## src/rtl/mem_arb_pkg.sv

```systemverilog
// mem_arb_pkg
//   Shared definitions for the unified-memory port arbiter: the arbiter
//   state encoding and the default address/data widths.
package mem_arb_pkg;

    localparam int ADDR_W_DEF = 32;
    localparam int DATA_W_DEF = 32;

    // IDLE  : no transaction in flight
    // IBUSY : instruction fetch in flight
    // DBUSY : load/store in flight
    typedef enum logic [1:0] {
        IDLE  = 2'd0,
        IBUSY = 2'd1,
        DBUSY = 2'd2
    } arbState_t;

endpackage

```

## src/rtl/arb_stall_counter.sv

```systemverilog
// arb_stall_counter
//   Free-running 32-bit event counter. Increments on every clock where
//   'enable' is high and wraps from all-ones back to zero.
// Ports:
//   clk    in   clock, rising edge
//   rst    in   asynchronous, active-high reset (count -> 0)
//   enable in   count this cycle
//   count  out  current count
module arb_stall_counter (
    input  logic        clk,
    input  logic        rst,
    input  logic        enable,
    output logic [31:0] count
);

    // Plain modulo-2^32 addition gives the wrap for free.
    always_ff @(posedge clk or posedge rst) begin
        if (rst) begin
            count <= 32'd0;
        end else if (enable) begin
            count <= count + 32'd1;
        end
    end

endmodule

```

## src/rtl/mem_port_arbiter.sv

```systemverilog
// mem_port_arbiter
//   Shares one single-ported unified memory between the fetch stage (F) and
//   the memory stage (M). One transaction at a time; data has priority over
//   fetch. Produces the memory stall requests for the hazard unit and drops
//   wrong-path fetch data after a redirect.
//
// Memory handshake: MemValid is high for the whole life of a transaction and
//   MemAddr/MemWData/MemWe are held constant while it is high; the
//   transaction completes in the cycle where MemValid & MemReady, and
//   MemRData is only meaningful in that cycle. MemValid may rise again in the
//   very next cycle when a chained request is pending.
//
// Ports:
//   clk, rst                          clock / async active-high reset
//   IReqF, PCF                        fetch request and address
//   Redirect                          taken branch/jump in E
//   DReqM, DWeM, ALUResultM, WriteDataM  load/store request from M
//   MemValid, MemAddr, MemWData, MemWe   request side of memory port
//   MemReady, MemRData                completion side of memory port
//   InstrF, InstrValidF               fetched instruction to F
//   ReadDataM, DataValidM             load data / store done to M
//   MemStallF, MemStallM              stall requests to the hazard unit
//   StateDbg                          current arbiter state (observation)
//   IStallCnt, DStallCnt              stall cycle counters (ARB_PERF_CNT_EN)
//
// Build option: define ARB_PERF_CNT_EN to add the stall cycle counters.
module mem_port_arbiter
    import mem_arb_pkg::*;
#(
    parameter int ADDR_W = ADDR_W_DEF,
    parameter int DATA_W = DATA_W_DEF
) (
    input  logic              clk,
    input  logic              rst,
    input  logic              IReqF,
    input  logic [ADDR_W-1:0] PCF,
    input  logic              Redirect,
    input  logic              DReqM,
    input  logic              DWeM,
    input  logic [ADDR_W-1:0] ALUResultM,
    input  logic [DATA_W-1:0] WriteDataM,
    output logic              MemValid,
    output logic [ADDR_W-1:0] MemAddr,
    output logic [DATA_W-1:0] MemWData,
    output logic              MemWe,
    input  logic              MemReady,
    input  logic [DATA_W-1:0] MemRData,
    output logic [DATA_W-1:0] InstrF,
    output logic              InstrValidF,
    output logic [DATA_W-1:0] ReadDataM,
    output logic              DataValidM,
    output logic              MemStallF,
    output logic              MemStallM,
`ifdef ARB_PERF_CNT_EN
    output logic [31:0]       IStallCnt,
    output logic [31:0]       DStallCnt,
`endif
    output arbState_t         StateDbg
);

    arbState_t state, stateNext;
    logic      drop, dropNext;
    logic      grantI, grantD;
    logic      iDone, dDone;

    assign iDone = (state == IBUSY) && MemReady;
    assign dDone = (state == DBUSY) && MemReady;

    // Next-state / grant decode.
    always_comb begin
        stateNext = state;
        dropNext  = drop;
        grantI    = 1'b0;
        grantD    = 1'b0;
        case (state)
            IDLE: begin
                if (DReqM) begin
                    stateNext = DBUSY;
                    grantD    = 1'b1;
                end else if (IReqF && !Redirect) begin
                    stateNext = IBUSY;
                    grantI    = 1'b1;
                end
            end
            DBUSY: begin
                if (MemReady) begin
                    if (IReqF) begin
                        stateNext = IBUSY;
                        grantI    = 1'b1;
                        // E is released in this cycle, so a redirect seen now
                        // means PCF is still the wrong-path address.
                        dropNext  = Redirect;
                    end else begin
                        stateNext = IDLE;
                    end
                end
            end
            IBUSY: begin
                if (Redirect) begin
                    dropNext = 1'b1;
                end
                if (MemReady) begin
                    // Memory cannot abort, so the drop flag only ends here.
                    dropNext = 1'b0;
                    if (DReqM) begin
                        stateNext = DBUSY;
                        grantD    = 1'b1;
                    end else begin
                        stateNext = IDLE;
                    end
                end
            end
            default: begin
                stateNext = IDLE;
                dropNext  = 1'b0;
            end
        endcase
    end

    always_ff @(posedge clk or posedge rst) begin
        if (rst) begin
            state <= IDLE;
            drop  <= 1'b0;
        end else begin
            state <= stateNext;
            drop  <= dropNext;
        end
    end

    // Transaction registers load only on a grant and hold otherwise.
    always_ff @(posedge clk or posedge rst) begin
        if (rst) begin
            MemAddr  <= '0;
            MemWData <= '0;
            MemWe    <= 1'b0;
        end else if (grantD) begin
            MemAddr  <= ALUResultM;
            MemWData <= WriteDataM;
            MemWe    <= DWeM;
        end else if (grantI) begin
            MemAddr  <= PCF;
            MemWData <= '0;
            MemWe    <= 1'b0;
        end
    end

    assign MemValid    = (state != IDLE);
    assign InstrF      = MemRData;
    assign ReadDataM   = MemRData;
    assign InstrValidF = iDone && !drop && !Redirect;
    assign DataValidM  = dDone;
    assign MemStallM   = DReqM && !dDone;
    assign MemStallF   = MemStallM || (IReqF && !iDone);
    assign StateDbg    = state;

`ifdef ARB_PERF_CNT_EN
    arb_stall_counter uIStallCnt (
        .clk    (clk),
        .rst    (rst),
        .enable (MemStallF && !MemStallM),
        .count  (IStallCnt)
    );

    arb_stall_counter uDStallCnt (
        .clk    (clk),
        .rst    (rst),
        .enable (MemStallM),
        .count  (DStallCnt)
    );
`endif

endmodule
```

## config.mk

```make
export PLATFORM = sky130hd
export DESIGN_NAME = mem_port_arbiter
export DESIGN_NICKNAME = d
export VERILOG_FILES = /design/src/rtl/mem_arb_pkg.sv /design/src/rtl/arb_stall_counter.sv /design/src/rtl/mem_port_arbiter.sv
export SDC_FILE = /design/constraint.sdc
export NUM_CORES = 1
export LEC_CHECK = 0
export CORE_AREA = 2 2 105 107
export CTS_CLUSTER_DIAMETER = 50
export DETAILED_ROUTE_END_ITERATION = 10
export DIE_AREA = 0 0 107 109
export GPL_ROUTABILITY_DRIVEN = 0
export GPL_TIMING_DRIVEN = 1
export PLACE_DENSITY_LB_ADDON = 0.12
export SETUP_SLACK_MARGIN = 0.5
export SLEW_MARGIN = 5
export SYNTH_ARGS = -nofsm -noshare
export SYNTH_HDL_FRONTEND = slang
export SYNTH_HIERARCHICAL = 1
export SYNTH_SLANG_ARGS = --single-unit
```

## constraint.sdc

```tcl
create_clock -name clk -period 2.3 [get_ports clk]
set_input_delay 0.345 -clock clk [delete_from_list [all_inputs] [get_ports clk]]
set_output_delay 0.345 -clock clk [all_outputs]
set_load 0.02 [all_outputs]
```

==> metrics.md, run 1 <==
| Metric | Value |
|---|---|
| Worst Path Arrival | between 1500 and 2000 ps |
| Row cnt | 38 |
| Share of cells above drive strength 1 | approximately 30% |
| Die Width | ~110 µm |
| Remaining antenna violation count after routing | 0 |
| Max-slew violations | 0 |
| Fin cells | between 700 and 800 |
| Die footprint | 11,700 µm² |
| Reg2Reg Setup Slack | ~400 ps |
| Cell type with the largest total area after synthesis | dfrtp_1 |
| Synth Area per Inst | 8.66 µm² |
| Relative slew slack | approximately two thirds |
| Count of final hold-check violations | 0 |
| Yosys warns | 6 |
| Worst hold margin | between 400 and 500 ps |
| LEAKAGE | approximately 2.8 nW |
| Cells after Synth | 420 |
| Clk sinks | 68 |
| Sequential area share after synthesis | 46.8% |
| Mapped Area | between 3000 and 4000 µm² |
| Nets | 699 |
| Core Box Area | approximately 11,000 µm² |
| Ant. Diodes | 0 |
| Critical path class | flip-flop to primary output |
| Synth top area share | a little under half |
| Overall Global Routing Usage | between 15 and 20% |
| GRT overflow | 0 |
| Top achievable clock speed | 519 MHz |
| RSZ-0062 raised after global routing | yes |
| Max VDD drop | about 740 µV |
| Via Count | about 3,400 |
| Root buf cell | clkbuf_8 |
| WP data required | 1960 ps |
| Syn_nets | 560 |
| P per Cell Area | around 1300 nW/µm² |
| Vias in the first global route | 3,339 |
| Hold_buf cts | 0 |
| TritonCTS clock tree | built |
| Clk_skew | around 14 ps |
| Clk Latency, worst-skew pair | between 300 and 400 ps |
| Max_cap viols | 0 |
| Worst-Margin Slew | between 500 and 600 ps |
| Crit Path Max Fanout | 2 |
| CP Capture Type | primary output |
| Pin count of the biggest net entering global routing | around 40 |
| DRT Pass-1 Iters | 4 |
| Avg WL per Cell | 18.1 µm |
| Worst hold path class | input port to asynchronous set/reset pin |
| # setup viols final | 0 |
| Setup TNS Final | 0 ps |
| Gate power share | around three fifths |
| DRC | 0 |
| Final instance area | between 6000 and 7000 µm² |
| Initial Utilization | 34.3% |
| Port Buffers | about 170 |
| Synth Register Bits | 68 |
| CTS H-tree lvls | 3 |
| Initial antenna violation count | 0 |
| Internal power | about 0.0045 W |
| First-pass GRT wire length | 17,600 µm |
| DP Wirelength | 7260 µm |
| Outcome | finished clean |
| Main area contributors after synthesis | dfrtp_1, buf_4, nand2_1 |
| I/O pin cnt | around 270 |
| Routed WL | roughly 13,000 µm |
| CTS Buffer Depth | 2 |
| FF-to-FF path depth | 11 |
| Worst setup SP type | flip-flop |
| Dpl cell area | roughly 5100 µm² |
| Clock Pin Slew Worst Setup and Hold Paths | ~70 ps |
| CTS Buf Count | 9 |
| Period minus WS final | roughly 1900 ps |
| Layout area overhead | 71.2% |
| Placed Cells | ~660 |
| Die height | 109 µm |
| Clk pwr share | ~11% |
| Switch Pwr | between 0.003 and 0.004 W |
| Count of cell types in the netlist | 28 |
| Vias per Instance | just under 5 |
| Seq pwr share | between 20% and 30% |
| Sw Share | a little over two fifths |
| Crit share post-route | ~84% |
| 1st-iter DRT viols | 188 |
-- state kept, by name, summed over array words and instances, names as in the netlist --
| register | flops |
|---|---|
| drop | 1 |
| MemAddr | 32 |
| MemWData | 32 |
| StateDbg | 2 |
| MemWe | 1 |
-- critical path: stages, from the launching register on --
cell,delay (ps)
dfrtp_2,420
inv_4,70
ha_4,130
and2_4,130
and2b_2,220
a21o_1,160
buf_6,130
-- power by group through the flow --
stage                     Sequential [W]  Combinational [W]  Clock (W)
after floorplan                  0.00279            0.00149          0
after global placement           0.00208            0.00370          0
after detailed placement         0.00210            0.00374          0
final                            0.00226            0.00475   0.000873
after global routing             0.00233            0.00509   0.000972
after CTS                        0.00208            0.00403   0.000911
-- cells in the mapped netlist (all sizes together) --
library cell	n
nand2	102
buf	86
dfrtp	68
a21oi	64
nand3	33
nor2	33
ha	5
inv	5
a21o	3
o21ai	3
clkbuf	2
nor2b	2
nor3b	2
o211ai	2
a211oi	1
a21bo	1
a21boi	1
and2	1
and2b	1
nand2b	1
nor4bb	1
o221a	1
o221ai	1
o22ai	1
-- area by class of cell --
type / instances / area [µm²]
fill: 927 / 4370
timing repair buffer: 214 / 2320
multi-input combinational: 261 / 1830
clock buffer: 11 / 141
clock inverter: 5 / 27.5
inverter: 5 / 27.5
sequential: 68 / 1700
tap: 140 / 175
-- routing by layer --
layer  vias up  GRT usage [%]  share of wire, %
li1       1598              -                 -
met1      1650           24.0                42
met2       134           33.5                49
met3        39           4.60               6.5
met4         0           8.63               2.9
met5         -              0                 0
-- path summary, 6_finish.rpt --
path,endpoint,startpoint
max,MemStallF,StateDbg[0]$_DFFE_PP0P_
min,drop$_DFFE_PP0P_,rst
max reg2reg,MemAddr[20]$_DFFE_PP0P_,StateDbg[0]$_DFFE_PP0P_
min reg2reg,MemWData[19]$_DFFE_PP0P_,MemWData[19]$_DFFE_PP0P_
max in group asynchronous,MemWData[16]$_DFFE_PP0P_,rst
min in group clk,MemWData[19]$_DFFE_PP0P_,MemWData[19]$_DFFE_PP0P_
-- kinds of logic (layout without fill, tap and decap cells) --
group,after synthesis,count (layout),synth area share (%)
flip-flops,68,68,46.8
AND/OR/NAND/NOR,176,176,20.5
AO/OA/AOI/OAI,78,80,12.0
adder cells (fa/ha/maj),5,5,1.72
buffers and inverters,93,235,19.1
-- placed cells by master, fill, tap and decap left out, types with 2 or more instances in the layout --
cell type and n:
inv_4 2, buf_16 4, o21ai_0 3, buf_6 5
a21oi_2 32, dfrtp_1 66, a21o_1 2, nor2b_1 2
dlymetal6s2s_1 2, clkbuf_16 6, clkdlybuf4s50_1 167, ha_4 4
clkinvlp_4 2, o211ai_1 2, nand2_4 25, nand2_2 3
clkbuf_8 10, inv_1 2, dfrtp_2 2, a21oi_1 32
nand3_1 4, nand3_2 28, buf_4 20, buf_2 2
o221a_4 3, clkinv_2 4, buf_12 5, nand2_1 74
nor2_1 33, buf_8 3
-- repair_timing --
item                                    4_1_cts  5_1_grt
setup buffers                                 7        6
pin swaps                                     0       88
cloned                                        5        8
endpoints found under the setup margin       70       72
gates resized for setup                      40      133
-- per-stage QoR --
| stage | setup slack, ps | utilization (%) | power, W |
|---|---|---|---|
| CTS | 355 | 51.7 | 0.00702 |
| global placement | 102 | 47.8 | 0.00578 |
| detailed placement | 63.2 | 47.8 | 0.00584 |
| finish | 374 | 58.7 | 0.00789 |
| global route | 297 | 58.7 | 0.00839 |
| floorplan | 446 | - | 0.00428 |
Note: power is estimated with default switching activity, not from simulation.
==> inputs of run 2 (changes only) <==
Clock period 2.3 ns to 1.95 ns, I/O delays scaled along.
==> run 2 against run 1 <==
Against the previous run: clock power rose by 33%; sequential share of layout area increased by 0.93 points; via count down 2.0%; routed wire length is 8.9% lower; first-iteration DRC count is 32% lower; power rose by 9.3%; critical endpoint unchanged; largest cell class unchanged; highest routed layer unchanged.
==> metrics.md, run 2 (synthesis results as in run 1) <==
| Metric | Value |
|---|---|
| Top achievable clock speed | 534 MHz |
| Commonest cells after routing, fill and taps aside | clkdlybuf4s50_1, nand2_1, dfrtp_1 |
| CTS H-tree lvls | 3 (unchanged) |
| Relative slew slack | 67.3% (+0.92 points) |
| Die height | 109 µm (unchanged) |
| Switch Pwr | 0.00369 W (+10%) |
| Worst hold path class | input port to asynchronous set/reset pin |
| Period minus WS final | roughly 1900 ps |
| Slowest cell on crit path | dfrtp_2 |
| Nets | 703 (+0.57%) |
| Clk sinks | 68 (unchanged) |
| Count of final hold-check violations | 0 (unchanged) |
| Initial antenna violation count | 0 (unchanged) |
| Clk Latency, worst-skew pair | 330 ps (about the same) |
| Vias in the first global route | 3,355 (+0.48%) |
| Max-slew violations | 0 (unchanged) |
| Gate power share | 57.5% (-2.7 points) |
| Layout area overhead | 65.6% |
| CP max stage delay | 410 ps (about the same) |
| Ant. Diodes | 0 (unchanged) |
| Sw Share | 42.8% (+0.27 points) |
| Worst setup SP type | flip-flop |
| Clk pwr share | 13.4% (+2.3 points) |
| Initial Utilization | 34.3% (unchanged) |
| Crit Path Max Fanout | 2 (unchanged) |
| Die footprint | 11,700 µm² (unchanged) |
| # setup viols final | 0 (unchanged) |
| Overall Power | 0.00862 W (+9.3%) |
| Hold_buf cts | 0 (unchanged) |
| GRT overflow | 0 (unchanged) |
| Fillers | 974 (+5.1%) |
| Multi-input logic area | 1580 µm² (-14%) |
| Register area | 1700 µm² (unchanged) |
| DRT Pass-1 Iters | 4 (unchanged) |
| Row cnt | 38 (unchanged) |
| DP Wirelength | 7200 µm (-0.84%) |
| Outcome | finished clean |
| Critical path class | flip-flop to primary output |
| First-pass GRT wire length | 16,600 µm (-5.9%) |
| Root buf cell | clkbuf_8 |
| Crit path cell chain | inv_2 -> ha_4 -> and2_4 -> and2b_2 -> a21o_1 -> buf_6 |
| CTS Buffer Depth | 2 (unchanged) |
| P per Cell Area | 1430 nW/µm² (+13%) |
| I/O pin cnt | 271 (unchanged) |
| Clk_skew | 9.12 ps (-4.55 ps) |
| CP Capture Type | primary output |
| Port Buffers | 174 (unchanged) |
| Internal power | 0.00493 W (+8.8%) |
| TritonCTS clock tree | built |
| Die Width | 107 µm (unchanged) |
| Remaining antenna violation count after routing | 0 (unchanged) |
| Setup TNS Final | 0 ps (unchanged) |
| LEAKAGE | 2.83 nW (+2.3%) |
| Crit share post-route | between 90% and 100% |
| Worst-Margin Slew | 489 ps (-14.9 ps) |
| RSZ-0062 raised after global routing | yes |
| Max VDD drop | 746 µV (+0.13%) |
| Most common cell after layout, fill and taps aside | clkdlybuf4s50_1 |
| Seq pwr share | 29.1% (+0.4 points) |
| Clock Pin Slew Worst Setup and Hold Paths | 80 ps (about the same) |
| Pin count of the biggest net entering global routing | 48 (+17%) |
| Via Count | 3,352 (-2.0%) |
| Routed WL | 11,600 µm (-8.9%) |
| 1st-iter DRT viols | 127 (-32%) |
| Vias per Instance | 4.73 (-2.6%) |
| CTS Buf Count | 9 (unchanged) |
| Overall Global Routing Usage | 18.2% (-1.6 points) |
| Worst Path Arrival | 1580 ps (about the same) |
| Avg WL per Cell | 16.4 µm (-9.4%) |
| DRC | 0 (unchanged) |
| Share of cells above drive strength 1 | 23.9% (-6.0 points) |
| Max_cap viols | 0 (unchanged) |
| WP data required | 1660 ps (-300 ps) |
| Core Box Area | 10,600 µm² (unchanged) |
run 2: final cells by class:
| class | count | share of cell area (%) |
|---|---|---|
| timing repair buffer | 220 | 39.0 |
| sequential | 68 | 28.3 |
| tap | 140 | 2.91 |
| multi-input combinational | 259 | 26.2 |
| inverter | 5 | 0.415 |
| clock inverter | 6 | 1.06 |
| clock buffer | 10 | 2.12 |
run 2: per-layer routing:
layer / part of all wire (%) / routed length (µm) / up-vias / global-route usage (%)
met5: 0 / 0 / - / 0
met4: 1.1 / 132 / 0 / 5.29
met3: 8.2 / 957 / 20 / 5.62
met2: 50 / 5760 / 134 / 31.9
met1: 41 / 4760 / 1599 / 21.4
li1: - / - / 1599 / -
run 2: power by group through the flow:
stage / sequential, W / combinational [W] / clock (W)
2_1_floorplan: 0.00330 / 0.00179 / 0
3_3_place_gp: 0.00247 / 0.00449 / 0
3_5_place_dp: 0.00249 / 0.00453 / 0
4_1_cts: 0.00245 / 0.00441 / 0.00120
5_1_grt: 0.00261 / 0.00536 / 0.00125
6_report: 0.00251 / 0.00496 / 0.00116
run 2: path summary, 6_finish.rpt:
| check | from | endpoint | slack, ps | cells after the start |
|---|---|---|---|---|
| setup / recovery | StateDbg[0]$_DFFE_PP0P_ | MemStallF | 80 | 6 |
| hold / removal | rst | MemWData[23]$_DFFE_PP0P_ | 320 | 2 |
| setup reg to reg | StateDbg[0]$_DFFE_PP0P_ | MemAddr[28]$_DFFE_PP0P_ | 100 | 9 |
| hold reg to reg | MemWData[6]$_DFFE_PP0P_ | MemWData[6]$_DFFE_PP0P_ | 490 | 2 |
| max in group asynchronous | rst | MemAddr[19]$_DFFE_PP0P_ | 1130 | 3 |
| min in group clk | WriteDataM[23] | MemWData[23]$_DFFE_PP0P_ | 470 | 3 |
run 2: per-stage QoR:
stage	worst slack [ps]	hold WS, ps	cells	area, µm²	utilization, %
after floorplan	220	398	420	3680	-
after global placement	-142	479	668	5180	48.9
after detailed placement	-170	484	668	5180	48.9
after CTS	68.9	335	697	5580	52.7
after global routing	14.8	359	708	6020	56.8
final	78.4	324	708	6020	56.8
run 2: timing repair:
item / CTS / global route
endpoints found under the setup margin: 139 / 74
hold endpoints to repair: 0 / 0
gates cloned: 4 / 8
setup buffers: 9 / 3
resized for setup: 129 / 58
pin swaps: 9 / 56
run 2: worst max-delay path: cells and delay by family, from the launching register on:
family | cells | cell delay (ps)
and+or+nand+nor | 2 | 340
AOI/OAI and AO/OA | 1 | 160
buffers and inverters | 2 | 210
DFF | 1 | 410
adders and majority gates | 1 | 120
